### src/rtl/pipeline_control_unit_if.sv
// Control/hazard bundle between the pipeline control unit (master) and the ARM datapath (slave).
// The datapath supplies the instruction, ALU flags and register-match vector; the control unit returns every datapath control.
interface pipeline_control_unit_if;
   logic [19:0] InstrD;
   logic [3:0]  ALUFlags;
   logic [4:0]  match;
   logic [1:0]  RegSrcD;
   logic [1:0]  ImmSrcD;
   logic        ALUSrcE;
   logic [3:0]  ALUControlE;
   logic        BranchTakenE;
   logic        MemWriteM;
   logic        RegWriteW;
   logic        MemtoRegW;
   logic        PCSrcW;
   logic [1:0]  ForwardAE;
   logic [1:0]  ForwardBE;
   logic        stallF;
   logic        stallD;
   logic        flushD;
   logic        flushE;

   modport master (
      input  InstrD, ALUFlags, match,
      output RegSrcD, ImmSrcD, ALUSrcE, ALUControlE, BranchTakenE, MemWriteM,
             RegWriteW, MemtoRegW, PCSrcW, ForwardAE, ForwardBE,
             stallF, stallD, flushD, flushE
   );

   modport slave (
      output InstrD, ALUFlags, match,
      input  RegSrcD, ImmSrcD, ALUSrcE, ALUControlE, BranchTakenE, MemWriteM,
             RegWriteW, MemtoRegW, PCSrcW, ForwardAE, ForwardBE,
             stallF, stallD, flushD, flushE
   );
endinterface

### src/rtl/pipeline_control_unit.sv
// Decode, D->E->M->W control pipeline, condition/flags logic and hazard unit for the 5-stage ARM core.
// D-stage and hazard outputs are combinational; E/M/W controls are one register per stage, never stalled.
module pipeline_control_unit (
   input  logic                     clk,
   input  logic                     reset,
   pipeline_control_unit_if.master  io_pcu
);
   localparam logic [3:0] ALU_ADD = 4'b0000;
   localparam logic [3:0] ALU_SUB = 4'b0001;
   localparam logic [3:0] ALU_AND = 4'b0010;
   localparam logic [3:0] ALU_ORR = 4'b0011;

   typedef struct packed {
      logic       regw;
      logic       memw;
      logic       memtoreg;
      logic       branch;
      logic       pcsrc;
      logic       alusrc;
      logic [3:0] alu;
      logic [1:0] flagw;
      logic [3:0] cond;
   } ctl_e_t;

   logic [3:0] w_cond_d;
   logic [1:0] w_op_d;
   logic [5:0] w_funct_d;
   logic [3:0] w_rd_d;
   logic [3:0] w_alu_d;
   logic       w_unused_rn;
   ctl_e_t     w_ctl_d;
   logic [1:0] w_regsrc_d;
   logic [1:0] w_immsrc_d;

   ctl_e_t     r_ctl_e;
   logic       r_regw_m;
   logic       r_memw_m;
   logic       r_memtoreg_m;
   logic       r_pcsrc_m;
   logic       r_regw_w;
   logic       r_memtoreg_w;
   logic       r_pcsrc_w;
   logic [3:0] r_flags;

   logic       w_n, w_z, w_c, w_v;
   logic       w_condex_e;
   logic       w_branch_taken_e;
   logic       w_ldr_stall;
   logic       w_pcwr_pend;
   logic       w_flush_e;
   logic [1:0] w_fwd_a;
   logic [1:0] w_fwd_b;

   // InstrD carries bits [31:12]: cond, op, funct, Rn, Rd; Rn only matters to the datapath.
   assign w_cond_d    = io_pcu.InstrD[19:16];
   assign w_op_d      = io_pcu.InstrD[15:14];
   assign w_funct_d   = io_pcu.InstrD[13:8];
   assign w_unused_rn = ^io_pcu.InstrD[7:4];
   assign w_rd_d      = io_pcu.InstrD[3:0];

   always_comb begin
      unique case (w_funct_d[4:1])
         4'b0100: w_alu_d = ALU_ADD;
         4'b0010: w_alu_d = ALU_SUB;
         4'b0000: w_alu_d = ALU_AND;
         4'b1100: w_alu_d = ALU_ORR;
         default: w_alu_d = ALU_ADD;
      endcase
   end

   always_comb begin
      w_ctl_d      = '0;
      w_regsrc_d   = 2'b00;
      w_immsrc_d   = 2'b00;
      w_ctl_d.cond = w_cond_d;
      unique case (w_op_d)
         2'b00: begin
            w_ctl_d.regw   = 1'b1;
            w_ctl_d.alusrc = w_funct_d[5];
            w_ctl_d.alu    = w_alu_d;
            if (w_funct_d[0]) begin
               w_ctl_d.flagw = (w_alu_d == ALU_ADD || w_alu_d == ALU_SUB) ? 2'b11 : 2'b10;
            end
         end
         2'b01: begin
            w_ctl_d.alusrc = 1'b1;
            w_immsrc_d     = 2'b01;
            w_ctl_d.alu    = ALU_ADD;
            if (w_funct_d[0]) begin
               w_ctl_d.regw     = 1'b1;
               w_ctl_d.memtoreg = 1'b1;
            end else begin
               w_ctl_d.memw = 1'b1;
               w_regsrc_d   = 2'b10;
            end
         end
         2'b10: begin
            w_ctl_d.branch = 1'b1;
            w_ctl_d.alusrc = 1'b1;
            w_ctl_d.alu    = ALU_ADD;
            w_immsrc_d     = 2'b10;
            w_regsrc_d     = 2'b01;
         end
         default: begin
            w_ctl_d.alu = ALU_ADD;
         end
      endcase
      w_ctl_d.pcsrc = w_ctl_d.regw & (w_rd_d == 4'hF);
   end

   assign {w_n, w_z, w_c, w_v} = r_flags;

   always_comb begin
      unique case (r_ctl_e.cond)
         4'b0000: w_condex_e = w_z;
         4'b0001: w_condex_e = ~w_z;
         4'b0010: w_condex_e = w_c;
         4'b0011: w_condex_e = ~w_c;
         4'b0100: w_condex_e = w_n;
         4'b0101: w_condex_e = ~w_n;
         4'b0110: w_condex_e = w_v;
         4'b0111: w_condex_e = ~w_v;
         4'b1000: w_condex_e = w_c & ~w_z;
         4'b1001: w_condex_e = ~w_c | w_z;
         4'b1010: w_condex_e = ~(w_n ^ w_v);
         4'b1011: w_condex_e = w_n ^ w_v;
         4'b1100: w_condex_e = ~w_z & ~(w_n ^ w_v);
         4'b1101: w_condex_e = w_z | (w_n ^ w_v);
         4'b1110: w_condex_e = 1'b1;
         default: w_condex_e = 1'b0;
      endcase
   end

   assign w_branch_taken_e = r_ctl_e.branch & w_condex_e;

   // A load in Execute whose destination is a source of the Decode instruction cannot be forwarded in time.
   assign w_ldr_stall = io_pcu.match[4] & r_ctl_e.memtoreg & r_ctl_e.regw;
   assign w_pcwr_pend = w_ctl_d.pcsrc | r_ctl_e.pcsrc | r_pcsrc_m;
   assign w_flush_e   = w_ldr_stall | w_branch_taken_e;

   always_comb begin
      if (io_pcu.match[3] && r_regw_m)      w_fwd_a = 2'b10;
      else if (io_pcu.match[1] && r_regw_w) w_fwd_a = 2'b01;
      else                                  w_fwd_a = 2'b00;
      if (io_pcu.match[2] && r_regw_m)      w_fwd_b = 2'b10;
      else if (io_pcu.match[0] && r_regw_w) w_fwd_b = 2'b01;
      else                                  w_fwd_b = 2'b00;
   end

   always_ff @(posedge clk) begin
      if (reset) begin
         r_ctl_e      <= '0;
         r_regw_m     <= 1'b0;
         r_memw_m     <= 1'b0;
         r_memtoreg_m <= 1'b0;
         r_pcsrc_m    <= 1'b0;
         r_regw_w     <= 1'b0;
         r_memtoreg_w <= 1'b0;
         r_pcsrc_w    <= 1'b0;
         r_flags      <= 4'b0000;
      end else begin
         if (r_ctl_e.flagw[1] && w_condex_e) r_flags[3:2] <= io_pcu.ALUFlags[3:2];
         if (r_ctl_e.flagw[0] && w_condex_e) r_flags[1:0] <= io_pcu.ALUFlags[1:0];
         r_regw_m     <= r_ctl_e.regw & w_condex_e;
         r_memw_m     <= r_ctl_e.memw & w_condex_e;
         r_memtoreg_m <= r_ctl_e.memtoreg;
         r_pcsrc_m    <= r_ctl_e.pcsrc & w_condex_e;
         r_regw_w     <= r_regw_m;
         r_memtoreg_w <= r_memtoreg_m;
         r_pcsrc_w    <= r_pcsrc_m;
         r_ctl_e      <= w_flush_e ? '0 : w_ctl_d;
      end
   end

   assign io_pcu.RegSrcD      = w_regsrc_d;
   assign io_pcu.ImmSrcD      = w_immsrc_d;
   assign io_pcu.ALUSrcE      = r_ctl_e.alusrc;
   assign io_pcu.ALUControlE  = r_ctl_e.alu;
   assign io_pcu.BranchTakenE = w_branch_taken_e;
   assign io_pcu.MemWriteM    = r_memw_m;
   assign io_pcu.RegWriteW    = r_regw_w;
   assign io_pcu.MemtoRegW    = r_memtoreg_w;
   assign io_pcu.PCSrcW       = r_pcsrc_w;
   assign io_pcu.ForwardAE    = w_fwd_a;
   assign io_pcu.ForwardBE    = w_fwd_b;
   assign io_pcu.stallF       = w_ldr_stall | w_pcwr_pend;
   assign io_pcu.stallD       = w_ldr_stall;
   assign io_pcu.flushE       = w_flush_e;
   assign io_pcu.flushD       = w_pcwr_pend | r_pcsrc_w | w_branch_taken_e;
endmodule
### src/flat_wrapper.sv
// flat-port wrapper written by rule: the top's interface ports become plain ports
module pipeline_control_unit_flat 
  (clk, reset, io_pcu_InstrD, io_pcu_ALUFlags, io_pcu_match, io_pcu_RegSrcD, io_pcu_ImmSrcD, io_pcu_ALUSrcE, io_pcu_ALUControlE, io_pcu_BranchTakenE, io_pcu_MemWriteM, io_pcu_RegWriteW, io_pcu_MemtoRegW, io_pcu_PCSrcW, io_pcu_ForwardAE, io_pcu_ForwardBE, io_pcu_stallF, io_pcu_stallD, io_pcu_flushD, io_pcu_flushE);
  pipeline_control_unit_if io_pcu_i ();
  input  logic clk;
  input  logic reset;
  input wire logic [$bits(io_pcu_i.InstrD)-1:0] io_pcu_InstrD;
  input wire logic [$bits(io_pcu_i.ALUFlags)-1:0] io_pcu_ALUFlags;
  input wire logic [$bits(io_pcu_i.match)-1:0] io_pcu_match;
  output wire logic [$bits(io_pcu_i.RegSrcD)-1:0] io_pcu_RegSrcD;
  output wire logic [$bits(io_pcu_i.ImmSrcD)-1:0] io_pcu_ImmSrcD;
  output wire logic [$bits(io_pcu_i.ALUSrcE)-1:0] io_pcu_ALUSrcE;
  output wire logic [$bits(io_pcu_i.ALUControlE)-1:0] io_pcu_ALUControlE;
  output wire logic [$bits(io_pcu_i.BranchTakenE)-1:0] io_pcu_BranchTakenE;
  output wire logic [$bits(io_pcu_i.MemWriteM)-1:0] io_pcu_MemWriteM;
  output wire logic [$bits(io_pcu_i.RegWriteW)-1:0] io_pcu_RegWriteW;
  output wire logic [$bits(io_pcu_i.MemtoRegW)-1:0] io_pcu_MemtoRegW;
  output wire logic [$bits(io_pcu_i.PCSrcW)-1:0] io_pcu_PCSrcW;
  output wire logic [$bits(io_pcu_i.ForwardAE)-1:0] io_pcu_ForwardAE;
  output wire logic [$bits(io_pcu_i.ForwardBE)-1:0] io_pcu_ForwardBE;
  output wire logic [$bits(io_pcu_i.stallF)-1:0] io_pcu_stallF;
  output wire logic [$bits(io_pcu_i.stallD)-1:0] io_pcu_stallD;
  output wire logic [$bits(io_pcu_i.flushD)-1:0] io_pcu_flushD;
  output wire logic [$bits(io_pcu_i.flushE)-1:0] io_pcu_flushE;
  assign io_pcu_i.InstrD = io_pcu_InstrD;
  assign io_pcu_i.ALUFlags = io_pcu_ALUFlags;
  assign io_pcu_i.match = io_pcu_match;
  assign io_pcu_RegSrcD = io_pcu_i.RegSrcD;
  assign io_pcu_ImmSrcD = io_pcu_i.ImmSrcD;
  assign io_pcu_ALUSrcE = io_pcu_i.ALUSrcE;
  assign io_pcu_ALUControlE = io_pcu_i.ALUControlE;
  assign io_pcu_BranchTakenE = io_pcu_i.BranchTakenE;
  assign io_pcu_MemWriteM = io_pcu_i.MemWriteM;
  assign io_pcu_RegWriteW = io_pcu_i.RegWriteW;
  assign io_pcu_MemtoRegW = io_pcu_i.MemtoRegW;
  assign io_pcu_PCSrcW = io_pcu_i.PCSrcW;
  assign io_pcu_ForwardAE = io_pcu_i.ForwardAE;
  assign io_pcu_ForwardBE = io_pcu_i.ForwardBE;
  assign io_pcu_stallF = io_pcu_i.stallF;
  assign io_pcu_stallD = io_pcu_i.stallD;
  assign io_pcu_flushD = io_pcu_i.flushD;
  assign io_pcu_flushE = io_pcu_i.flushE;
  pipeline_control_unit u_core (.clk(clk), .reset(reset), .io_pcu(io_pcu_i));
endmodule
### config.mk
export PLATFORM = sky130hd
export DESIGN_NAME = pipeline_control_unit_flat
export DESIGN_NICKNAME = d
export VERILOG_FILES = /design/src/rtl/pipeline_control_unit_if.sv /design/src/rtl/pipeline_control_unit.sv /design/src/flat_wrapper.sv
export SDC_FILE = /design/constraint.sdc
export NUM_CORES = 1
export LEC_CHECK = 0
export BUFFER_PORTS_ARGS = -buffer_cell sky130_fd_sc_hd__buf_2
export CAP_MARGIN = 5
export CORE_MARGIN = 10
export CORE_UTILIZATION = 43
export DETAILED_ROUTE_END_ITERATION = 16
export PLACE_DENSITY = 0.76
export SLEW_MARGIN = 0
export SYNTH_ARGS = -nofsm -noshare
export SYNTH_HDL_FRONTEND = slang
export SYNTH_SLANG_ARGS = --single-unit
### constraint.sdc
create_clock -name clk -period 1.85 [get_ports clk]
set_clock_uncertainty 0.05 [all_clocks]
set_input_delay 0.0925 -clock clk [delete_from_list [all_inputs] [get_ports clk]]
set_output_delay 0.0925 -clock clk [all_outputs]
set_load 0.02 [all_outputs]
## Yosys cells after proc, flatten, opt, wreduce, memory -nomap -nowiden

Index checks and enable logic that the tools add are counted.

| storage, ports and cells | value |
|---|---|
| register bits | 27 |
| input port bits | 31 |
| output and inout bits | 22 |
| word-level logic and storage cells | 95 |

| operators by class | value |
|---|---|
| equal/unequal tests | 20 |
| muxes and demuxes | 15 |
| bitwise gates (word level) | 26 |
| reduce and logical (&&, ||, !) cells | 16 |

Operators by type and width:

| operator | count |
|---|---|
| 4-bit == test, second input constant | 9 |
| 4-bit by 3-bit == test with 1-bit output, second input constant | 4 |
| 1-bit case mux with 15 select lines | 1 |
| 4-bit by 2-bit == test with 1-bit output, second input constant | 3 |
| 4-bit zero test | 3 |
| 1-bit bitwise AND | 9 |
| 1-bit inverter | 8 |
| 1-bit bitwise OR | 8 |
| 2-bit case mux with 2 select lines | 2 |
| 1-bit logical AND | 6 |
| 1-bit 2-to-1 mux | 6 |
| 2-bit 2-to-1 mux | 3 |
| 2-bit case mux with 3 select lines | 1 |
| 3-bit OR reduction | 2 |
| 2-bit by 1-bit == test with 1-bit output, second input constant | 2 |
| 4-bit by 1-bit == test with 1-bit output, second input constant | 1 |
| 1-bit case mux with 2 select lines | 2 |
| 2-bit OR reduction | 2 |
| 4-bit OR reduction | 1 |
| 2-bit == test, second input constant | 1 |
| 2-bit zero test | 1 |
| 1-bit logical OR | 1 |
| 1-bit bitwise XOR | 1 |

## Logic depth before layout (Yosys ltp)

Gate-level depths: netlist of the first run.

| logic depth | value |
|---|---|
| word-level depth | 7 |
| depth in mapped cells | 7 |
| gate-level depth less buffers | 5 |

## Worst setup path before layout of the first run

OpenSTA, ideal clock, no wires.

| timing | value |
|---|---|
| kind | register to output |
| from | register u_core.r_ctl_e[2] (netlist bit) |
| to | output port io_pcu_flushD |
| arrival time | 1712 ps |
| data required time | 1707 ps |
| path slack | -5 ps |
| stages on the path, launching flop included | 7 |
| buffers on the path | 1 |
| path through | dfxtp_1 -> buf_4 -> and2_4 -> and3_1 -> o311ai_4 -> a31oi_4 -> or3_1 |

| between the ends | value |
|---|---|
| longest elaborated chain between the ends | 4 |
| elaborated cells between the ends (all ways) | 18 |
| classes of those cells | 14 x eq/ne; 1 x mux; 2 x bitwise; 1 x reduce/logical |

Ends and longest elaborated chain:

| element | RTL line | source |
|---|---|---|
| start: declaration | pipeline_control_unit.sv:35 | `ctl_e_t r_ctl_e;` |
| start signal: assignment | pipeline_control_unit.sv:171 | `r_ctl_e <= w_flush_e ? '0 : w_ctl_d;` |
| 4-bit == test, or another cell as far along | pipeline_control_unit.sv:114 | `unique case (r_ctl_e.cond)` |
| 1-bit case mux with 15 select lines * | pipeline_control_unit.sv:114 |  |
| 1-bit bitwise AND * | pipeline_control_unit.sv:134 | `assign w_branch_taken_e = r_ctl_e.branch & w_condex_e;` |
| 1-bit bitwise OR * | pipeline_control_unit.sv:189 | `assign io_pcu.flushD = w_pcwr_pend \| r_pcsrc_w \| w_branch_taken_e;` |
| end: declaration | flat_wrapper.sv:23 | `output wire logic [$bits(io_pcu_i.flushD)-1:0] io_pcu_flushD;` |

Mark *: on every way between the ends. The rest lies on a longest branch, timed or not.

## Worst setup path after layout of the first run

| timing | value |
|---|---|
| from | register u_core.r_flags[3] |
| to | output port io_pcu_flushD |

| between the ends | value |
|---|---|
| longest elaborated chain between the ends | 6 |
| elaborated cells between the ends (all ways) | 8 |
| classes of those cells | 1 x mux; 7 x bitwise |

Ends and longest elaborated chain:

| element | RTL line | source |
|---|---|---|
| start: declaration | pipeline_control_unit.sv:43 | `logic [3:0] r_flags;` |
| start signal: assignment | pipeline_control_unit.sv:162 | `if (r_ctl_e.flagw[1] && w_condex_e) r_flags[3:2] <= io_pcu.ALUFlags[3:2];` |
| 1-bit bitwise XOR | - |  |
| 1-bit inverter | pipeline_control_unit.sv:125, pipeline_control_unit.sv:127 |  |
| 1-bit bitwise AND | pipeline_control_unit.sv:127 | `4'b1100: w_condex_e = ~w_z & ~(w_n ^ w_v);` |
| 1-bit case mux with 15 select lines * | pipeline_control_unit.sv:114 |  |
| 1-bit bitwise AND * | pipeline_control_unit.sv:134 |  |
| 1-bit bitwise OR * | pipeline_control_unit.sv:189 |  |

Marked as above.

==> impl_metrics.json, run 1 <==
{
  "root_buffer": "clkbuf_4",
  "synth_area_per_cell_um2": 9.765,
  "num_rows": 20,
  "drc": 0,
  "clockBufferDepth": 2,
  "syn-cell-area_um2": 1348,
  "power_density_nw_per_um2": 511.1,
  "io_pins": 53,
  "yosys-top-cells-area": "dfxtp_1, ha_1, mux2i_1",
  "criticalPathCategory": "register to output port",
  "synthMuxAreaShare_pct": 4.457,
  "cp.required_ps": 1710,
  "vias": 1205,
  "antenna_cells": 0,
  "grt_max_degree": 16,
  "synth_top_area_share_pct": 37.14,
  "hold_depth": 3,
  "fp.dieH_um": 75.98,
  "clk_latency_ps": 320,
  "slew_viol_final": 0,
  "switching_power_uw": 287.7,
  "p_clk_share_pct": 23.5,
  "hold_path_class": "input pin to register",
  "drt.antenna.violating_nets": 0,
  "grt_pass1_wl_mm": 5.982,
  "tns_ps": -3253,
  "relSlewSlack_pct": 38.06,
  "synth_top_area_cell": "dfxtp_1",
  "yosysWarnings": 0,
  "worstRegToRegCells": 10,
  "io_buffers": 46,
  "grt_pass1_vias": 1303,
  "p_seq_share_pct": 54.0,
  "synth_top_family_by_area": "simple AND/OR/NAND/NOR gates",
  "core_um2": 3028,
  "synth.distinct_cells": 42,
  "nets": 243,
  "dr.pass1.iters": 3,
  "crit_path_end_kind": "output port",
  "drive_gt1_share_pct": 52.91,
  "drtIter0Drc": 33,
  "cts-htree-levels": 1,
  "synth_edf_count": 0,
  "comb_power_share_pct": 22.5,
  "async_flop_share_pct": 0,
  "outcome": "complete, but fails checks",
  "synth-adder-area-share_pct": 4.643,
  "die_area_um2": 5773,
  "antenna_found_initial": 0,
  "whs_ps": 29.77,
  "die_x_um": 75.98,
  "gp_congestion": 0.7845,
  "dpl_worst_slack_ps": -77.14,
  "max_slew.worst_pin.slew_ps": 929.1,
  "p_int_uw": 756.0,
  "cts_made_buffers": 3,
  "maxCapViolations": 0,
  "wl_per_cell_um": 14.23,
  "clkSlewWorstSetupHoldPaths_ps": 130,
  "start_util_pct": 44.50,
  "fmax_ghz": 0.4550,
  "netlist_instances": 138,
  "finalWirelength_mm": 3.557,
  "synth_seq_area_share_pct": 37.14,
  "synth_xor_xnor_area_share_pct": 1.300,
  "grt_usage_pct": 11.90,
  "cp_max_fo": 4,
  "ir_drop_uv": 354.7,
  "hold_viol_final": 0,
  "fillers": 233,
  "finalCritPeriodShare_pct": 118.8,
  "ys_ff_latch": 25,
  "synth_compound_gate_area_share_pct": 9.935,
  "synth-simple-area-share_pct": 34.45,
  "cts_tree": "built",
  "startpoint_type": "register",
  "layout_min_cycle_time_ps": 2198,
  "cts.sinks": 25,
  "total_leakage_power_nw": 0.8699,
  "grt.overflow.total": 0,
  "rsz0062_at_grt": "true",
  "setup_viol": 19,
  "vias_per_cell": 4.820,
  "fin_ws_ps": -347.7,
  "area_growth_pct": 51.53,
  "p_sw_share_pct": 27.57,
  "arrival_ps": 2060,
  "synthFlopType": "dfxtp_1",
  "place_hpwl_mm": 2.539,
  "violations": "setup timing"
}
-- routing by layer --
layer | GRT usage, % | part of all wire (%)
met1 | 13.17 | 42
met2 | 22.28 | 54
met3 | 1.769 | 3.1
met4 | 3.977 | 1.0
met5 | 0 | 0
-- registers in the layout, summed over array words and instances, names as in the netlist --
name and count:
u_core.io_pcu.ALUControlE 2, u_core.io_pcu.RegWriteW 1, u_core.r_flags 4, u_core.r_pcsrc_m 1
u_core.io_pcu.MemtoRegW 1, u_core.io_pcu.PCSrcW 1, u_core.r_regw_m 1, u_core.io_pcu.ALUSrcE 1
u_core.r_ctl_e 11, u_core.io_pcu.MemWriteM 1, u_core.r_memtoreg_m 1
-- cells in the final DEF (no fill, tap or decap), types with 2 or more instances in the layout --
cell type       n
o21ai_0         2
a31oi_4         3
mux2i_1         6
inv_1           6
or2_2           2
dfxtp_1        19
nor2_1          5
nor4_4          2
dfxtp_2         3
and2_1          2
nor3_4          2
buf_4          10
buf_2          43
nand2_1         8
buf_6          11
dlygate4sd3_1   9
nand3b_1        3
conb_1          2
nor3_2          3
and3_1          2
a21oi_1         2
nor2b_1         6
dfxtp_4         3
ha_1            5
nand2b_1        9
clkbuf_4        3
and3_4          2
nor3b_2        10
-- metrics by stage --
step	total power, mW	utilization (%)	instances	cell area (µm²)
detailed placement	0.7432	53.72	226	1627
global route	1.096	67.44	250	2042
CTS	1.024	64.50	247	1953
floorplan	0.6853	-	139	1356
global placement	0.7359	53.72	226	1627
finish	1.044	67.44	250	2042
-- power by group through the flow --
stage          Combinational [mW]  Clock (mW)  Sequential, mW
4_1_cts                     0.215       0.245           0.564
6_report                    0.235       0.245           0.563
3_5_place_dp                0.167           0           0.576
3_3_place_gp                0.160           0           0.575
2_1_floorplan               0.110           0           0.576
5_1_grt                     0.255       0.275           0.566
-- cells in the mapped netlist (all sizes together), types with 3 or more instances --
| master | number |
|---|---|
| nor4 | 3 |
| nor3 | 6 |
| nor3b | 10 |
| or2 | 3 |
| and2 | 3 |
| a31oi | 4 |
| mux2i | 6 |
| dfxtp | 25 |
| nor2 | 5 |
| nor2b | 6 |
| buf | 10 |
| nand2b | 9 |
| o21ai | 3 |
| ha | 5 |
| nand2 | 8 |
| inv | 6 |
| nand3b | 3 |
| and3 | 4 |
-- worst paths after layout --
check                                                    start                                  to  slack (ps)
worst max register to register    u_core.r_ctl_e[2]$_SDFF_PP0_       u_core.r_ctl_e[15]$_SDFF_PP0_        -250
worst min register to register  u_core.r_memtoreg_m$_SDFF_PP0_  u_core.io_pcu.MemtoRegW$_SDFF_PP0_         410
worst min-delay path                         io_pcu_InstrD[13]    u_core.io_pcu.ALUSrcE$_SDFF_PP0_          30
worst max-delay path            u_core.r_flags[3]$_SDFFE_PP0P_                       io_pcu_flushD        -350
-- critical path: stages, from the launching register on --
cell	delay, ps
dfxtp_2	380
buf_4	130
and4bb_2	220
a31oi_1	170
a21o_2	210
a31oi_4	110
or3_4	380
buf_6	140
-- repair_timing --
item                       in CTS  in global routing
setup buffers                   7                  5
pin swaps                       8                 17
setup endpoints to repair      13                 23
hold endpoints to repair        9                  0
hold buffers                    9                  0
gates resized for setup        31                 21
gates cloned                    1                  0
-- area by class of cell --
class	instances	area, µm²	share of cell area, %
repair buffers	75	546.8	26.78
inverters	6	22.52	1.103
multi-input cells	96	875.8	42.89
flip-flops and latches	25	515.5	25.25
clock buffers	4	26.28	1.287
well taps	44	55.05	2.696
-- kinds of logic after synthesis --
logic type / count (synthesis)
mux: 6
xor+xnor: 2
simple gates: 67
compound gates: 14
fa+ha+maj: 5
other cells: 1
buf+inv: 18
flops: 25
(Power assumes the default switching activity.)
==> inputs of run 2 (changes only) <==
--- a/config.mk
+++ b/config.mk
@@ -10,7 +10,7 @@
 export CORE_MARGIN = 10
 export CORE_UTILIZATION = 43
 export DETAILED_ROUTE_END_ITERATION = 16
-export PLACE_DENSITY = 0.76
+export PLACE_DENSITY = 0.81
 export SLEW_MARGIN = 0
 export SYNTH_ARGS = -nofsm -noshare
 export SYNTH_HDL_FRONTEND = slang
==> impl_metrics.json, run 2 (synthesized netlist as in run 1, its figures left out) <==
{
  "wl_per_cell_um": 14.33,
  "clk_latency_ps": 310,
  "cp_max_fo": 4,
  "drt.antenna.violating_nets": 0,
  "whs_ps": 13.54,
  "die_area_um2": 5773,
  "fp.dieH_um": 75.98,
  "fin_ws_ps": -336.3,
  "critPathTopFamily": "compound AO/OA/AOI/OAI gates",
  "grt_pass1_vias": 1321,
  "crit_buf_inv": 2,
  "io_pins": 53,
  "vias": 1193,
  "grt_max_degree": 17,
  "layout.cells.most_common": "buf_2",
  "grt_usage_pct": 12.16,
  "largest-register": "u_core.r_ctl_e",
  "cts_tree": "built",
  "fmax_ghz": 0.4574,
  "grt.overflow.total": 0,
  "rsz0062_at_grt": "true",
  "area_growth_pct": 49.49,
  "gp_congestion": 0.7162,
  "drtIter0Drc": 28,
  "die_x_um": 75.98,
  "crit_path_end_kind": "output port",
  "dr.pass1.iters": 6,
  "critPathSlowestCell": "or3_4",
  "start_util_pct": 44.50,
  "power_density_nw_per_um2": 512.9,
  "ir_drop_uv": 320.9,
  "cts-htree-levels": 1,
  "io_buffers": 46,
  "setup_viol": 17,
  "hold_path_class": "input pin to register",
  "critPathMaxStageDelay_ps": 390,
  "num_rows": 20,
  "cts.sinks": 25,
  "antenna_cells": 0,
  "fillers": 239,
  "violations": "setup timing",
  "largest_register_ffs": 11,
  "finalPower_mw": 1.033,
  "cts_made_buffers": 3,
  "place_hpwl_mm": 2.456,
  "grt_pass1_wl_mm": 5.989,
  "relSlewSlack_pct": 47.64,
  "arrival_ps": 2040,
  "root_buffer": "clkbuf_4",
  "cp.required_ps": 1710,
  "antenna_found_initial": 0,
  "clockBufferDepth": 2,
  "slew_viol_final": 0,
  "max_slew.worst_pin.slew_ps": 785.4,
  "drive_gt1_share_pct": 51.43,
  "total_leakage_power_nw": 0.8852,
  "path_cells": "buf_4 > nand2b_1 > o221ai_2 > o311ai_4 > a31oi_4 > or3_4 > buf_6",
  "finalCritPeriodShare_pct": 118.2,
  "layout_common_cells": "buf_2, dfxtp_1, buf_4, dlygate4sd3_1, nand2b_1",
  "maxCapViolations": 0,
  "layout_min_cycle_time_ps": 2186,
  "core_um2": 3028,
  "nets": 247,
  "drc": 0,
  "clkSlewWorstSetupHoldPaths_ps": 140,
  "hold_viol_final": 0,
  "startpoint_type": "register",
  "criticalPathCategory": "register to output port",
  "finalWirelength_mm": 3.640,
  "outcome": "complete, but fails checks",
  "vias_per_cell": 4.697
}
run 2: worst paths after layout:
check | startpoint | endpoint | slack (ps) | cells after the start
min reg2reg | u_core.r_memtoreg_m$_SDFF_PP0_ | u_core.io_pcu.MemtoRegW$_SDFF_PP0_ | 410 | 1
min | io_pcu_InstrD[3] | u_core.r_ctl_e[11]$_SDFF_PP0_ | 10 | 3
max | u_core.r_ctl_e[0]$_SDFF_PP0_ | io_pcu_flushD | -340 | 7
max reg2reg | u_core.r_ctl_e[3]$_SDFF_PP0_ | u_core.io_pcu.ALUControlE[1]$_SDFF_PP0_ | -180 | 9
run 2: report_power, final:
group	switching (mW)	internal, mW	total (mW)
logic	0.106	0.116	0.222
registers	0.0115	0.553	0.564
clock network	0.164	0.0824	0.247
total	0.282	0.751	1.03
run 2: timing repair:
item	CTS	global route
resized for setup	19	14
gates cloned	1	0
hold buffers	11	0
hold endpoints to repair	11	0
pin swaps	8	8
endpoints found under the setup margin	9	24
setup buffers	4	2
run 2: routing by layer:
layer / routed length (µm) / track usage [%] / vias to the layer above
met4: 57 / 4.735 / 0
met5: 0 / 0 / -
met3: 122 / 2.358 / 4
met2: 2062 / 23.47 / 26
li1: - / - / 609
met1: 1398 / 12.34 / 554
run 2: worst min-delay path, stage by stage:
cell and delay (ps):
buf_2 90, nand4_1 110, nor4_2 50
run 2: cell type report:
| cell class | instances | area [µm²] | share of cell area [%] |
|---|---|---|---|
| inverters | 6 | 22.52 | 1.118 |
| well taps | 44 | 55.05 | 2.733 |
| repair buffers | 79 | 575.6 | 28.57 |
| clock inverters | 1 | 7.507 | 0.3727 |
| multi-input cells | 96 | 817.0 | 40.56 |
| clock buffers | 3 | 22.52 | 1.118 |
| flip-flops and latches | 25 | 514.2 | 25.53 |
run 2: stage by stage:
stage | worst slack, ps | TNS, ps | utilization (%) | cells | instance area (µm²)
floorplan | 33.14 | 0 | - | 139 | 1356
global placement | -22.01 | -22.01 | 55.21 | 232 | 1672
detailed placement | -40.13 | -73.97 | 55.21 | 232 | 1672
CTS | -336.4 | -1832 | 64.01 | 252 | 1938
global route | -415.1 | -4238 | 66.53 | 254 | 2014
finish | -336.3 | -2291 | 66.53 | 254 | 2014
==> inputs of run 3 (changes only) <==
--- a/config.mk
+++ b/config.mk
@@ -10,6 +10,7 @@
 export CORE_MARGIN = 10
 export CORE_UTILIZATION = 43
 export DETAILED_ROUTE_END_ITERATION = 16
+export MAX_ROUTING_LAYER = met4
 export PLACE_DENSITY = 0.81
 export SLEW_MARGIN = 0
 export SYNTH_ARGS = -nofsm -noshare
==> impl_metrics.json, run 3 (synthesized netlist as in run 1, its figures left out) <==
{
  "grt_pass1_vias": 1321,
  "fillers": 239,
  "place_hpwl_mm": 2.456,
  "met3_usage_pct": 2.005,
  "max_slew.worst_pin.slew_ps": 777.7,
  "violations": "setup timing",
  "cp.required_ps": 1710,
  "io_buffers": 46,
  "grt_max_degree": 17,
  "setup_viol": 17,
  "final_core_util_pct": 66.53,
  "busiest_layer": "met2",
  "num_rows": 20,
  "drtIter0Drc": 23,
  "die_area_um2": 5773,
  "fmax_ghz": 0.4573,
  "layoutNonFillerInstCount": 254,
  "antenna_found_initial": 0,
  "drc": 0,
  "hold_viol_final": 0,
  "grt_pass1_wl_mm": 5.989,
  "clkSlewWorstSetupHoldPaths_ps": 140,
  "cts_made_buffers": 3,
  "hold_path_class": "input pin to register",
  "cts-htree-levels": 1,
  "drt.antenna.violating_nets": 0,
  "largest_register_ffs": 11,
  "drive_gt1_share_pct": 51.43,
  "outcome": "complete, but fails checks",
  "vias_per_cell": 4.705,
  "finalWirelength_mm": 3.634,
  "maxCapViolations": 0,
  "core_um2": 3028,
  "clk_latency_ps": 320,
  "p_int_uw": 751.5,
  "ir_drop_uv": 321.9,
  "io_pins": 53,
  "root_buffer": "clkbuf_4",
  "die_x_um": 75.98,
  "relSlewSlack_pct": 48.15,
  "crit_path_end_kind": "output port",
  "grt.overflow.total": 0,
  "finalCritPeriodShare_pct": 118.2,
  "slew_viol_final": 0,
  "rsz0062_at_grt": "true",
  "cp_max_fo": 4,
  "startpoint_type": "register",
  "power_density_nw_per_um2": 513.3,
  "fp.dieH_um": 75.98,
  "globalRouteMet1Util_pct": 12.54,
  "fin_ws_ps": -336.7,
  "total_leakage_power_nw": 0.8852,
  "p_sw_share_pct": 27.32,
  "grt_usage_pct": 12.49,
  "finalPower_mw": 1.034,
  "vias": 1195,
  "largest-register": "u_core.r_ctl_e",
  "layout_min_cycle_time_ps": 2187,
  "wl_per_cell_um": 14.31,
  "area_growth_pct": 49.49,
  "cts.sinks": 25,
  "p_clk_share_pct": 23.9,
  "comb_power_share_pct": 21.5,
  "layout.cells.most_common": "buf_2",
  "gp_congestion": 0.7245,
  "grt_use_met2_pct": 23.47,
  "arrival_ps": 2040,
  "cts_tree": "built",
  "start_util_pct": 44.50,
  "p_seq_share_pct": 54.6,
  "switching_power_uw": 282.5,
  "clockBufferDepth": 2,
  "nets": 247,
  "dp.cells": 232,
  "layout_common_cells": "buf_2, dfxtp_1, buf_4, dlygate4sd3_1, nand2b_1",
  "tns_ps": -2201,
  "dr.pass1.iters": 4,
  "criticalPathCategory": "register to output port",
  "antenna_cells": 0
}
-- run 3: cell counts in the layout (fill, tap and decap cells not counted) --
Identical to the previous run, type by type.
-- run 3: timing repair --
action	4_1_cts	5_1_grt
pin swaps	8	8
hold endpoints to repair	11	0
gates resized for setup	19	14
hold buffers	11	0
buffers inserted	4	2
cloned	1	0
endpoints found under the setup margin	9	24
-- run 3: stage by stage --
step	worst slack [ps]	hold slack, ps	cell area (µm²)
2_1_floorplan	33.14	189.1	1356
5_1_grt	-414.1	4.139	2014
6_report	-336.7	12.83	2014
3_3_place_gp	-22.01	295.7	1672
3_5_place_dp	-40.13	285.7	1672
4_1_cts	-336.4	6.312	1938
-- run 3: metal layers --
metal / vias up / share of wire (%)
li1: 610 / -
met1: 548 / 39
met2: 31 / 56
met3: 6 / 2.9
met4: 0 / 1.7
met5: - / 0
-- run 3: worst paths after layout --
path,from,slack [ps],cells after the start,to
setup / recovery,u_core.r_ctl_e[0]$_SDFF_PP0_,-340,7,io_pcu_flushD
hold / removal,io_pcu_InstrD[3],10,3,u_core.r_ctl_e[11]$_SDFF_PP0_
setup reg to reg,u_core.r_flags[3]$_SDFFE_PP0P_,-170,9,u_core.io_pcu.ALUControlE[1]$_SDFF_PP0_
hold reg to reg,u_core.r_memtoreg_m$_SDFF_PP0_,400,1,u_core.io_pcu.MemtoRegW$_SDFF_PP0_
-- run 3: layout make-up --
class / count / area (µm²) / area share [%]
clock buffers: 3 / 22.52 / 1.118
flip-flops and latches: 25 / 514.2 / 25.53
clock inverters: 1 / 7.507 / 0.3727
repair buffers: 79 / 575.6 / 28.57
well taps: 44 / 55.05 / 2.733
multi-input cells: 96 / 817.0 / 40.56
inverters: 6 / 22.52 / 1.118
-- run 3: power groups by stage --
| stage | sequential [mW] | clock, mW | combinational [mW] |
|---|---|---|---|
| global placement | 0.574 | 0 | 0.167 |
| detailed placement | 0.575 | 0 | 0.170 |
| global route | 0.567 | 0.277 | 0.243 |
| finish | 0.564 | 0.248 | 0.222 |
| CTS | 0.564 | 0.248 | 0.207 |
| floorplan | 0.576 | 0 | 0.110 |
-- run 3: worst max-delay path: stages, from the launching register on --
cell      delay, ps
dfxtp_4         380
buf_4           150
nand2b_1         90
o221ai_2        120
o311ai_4        310
a31oi_4         140
or3_4           390
buf_6           140
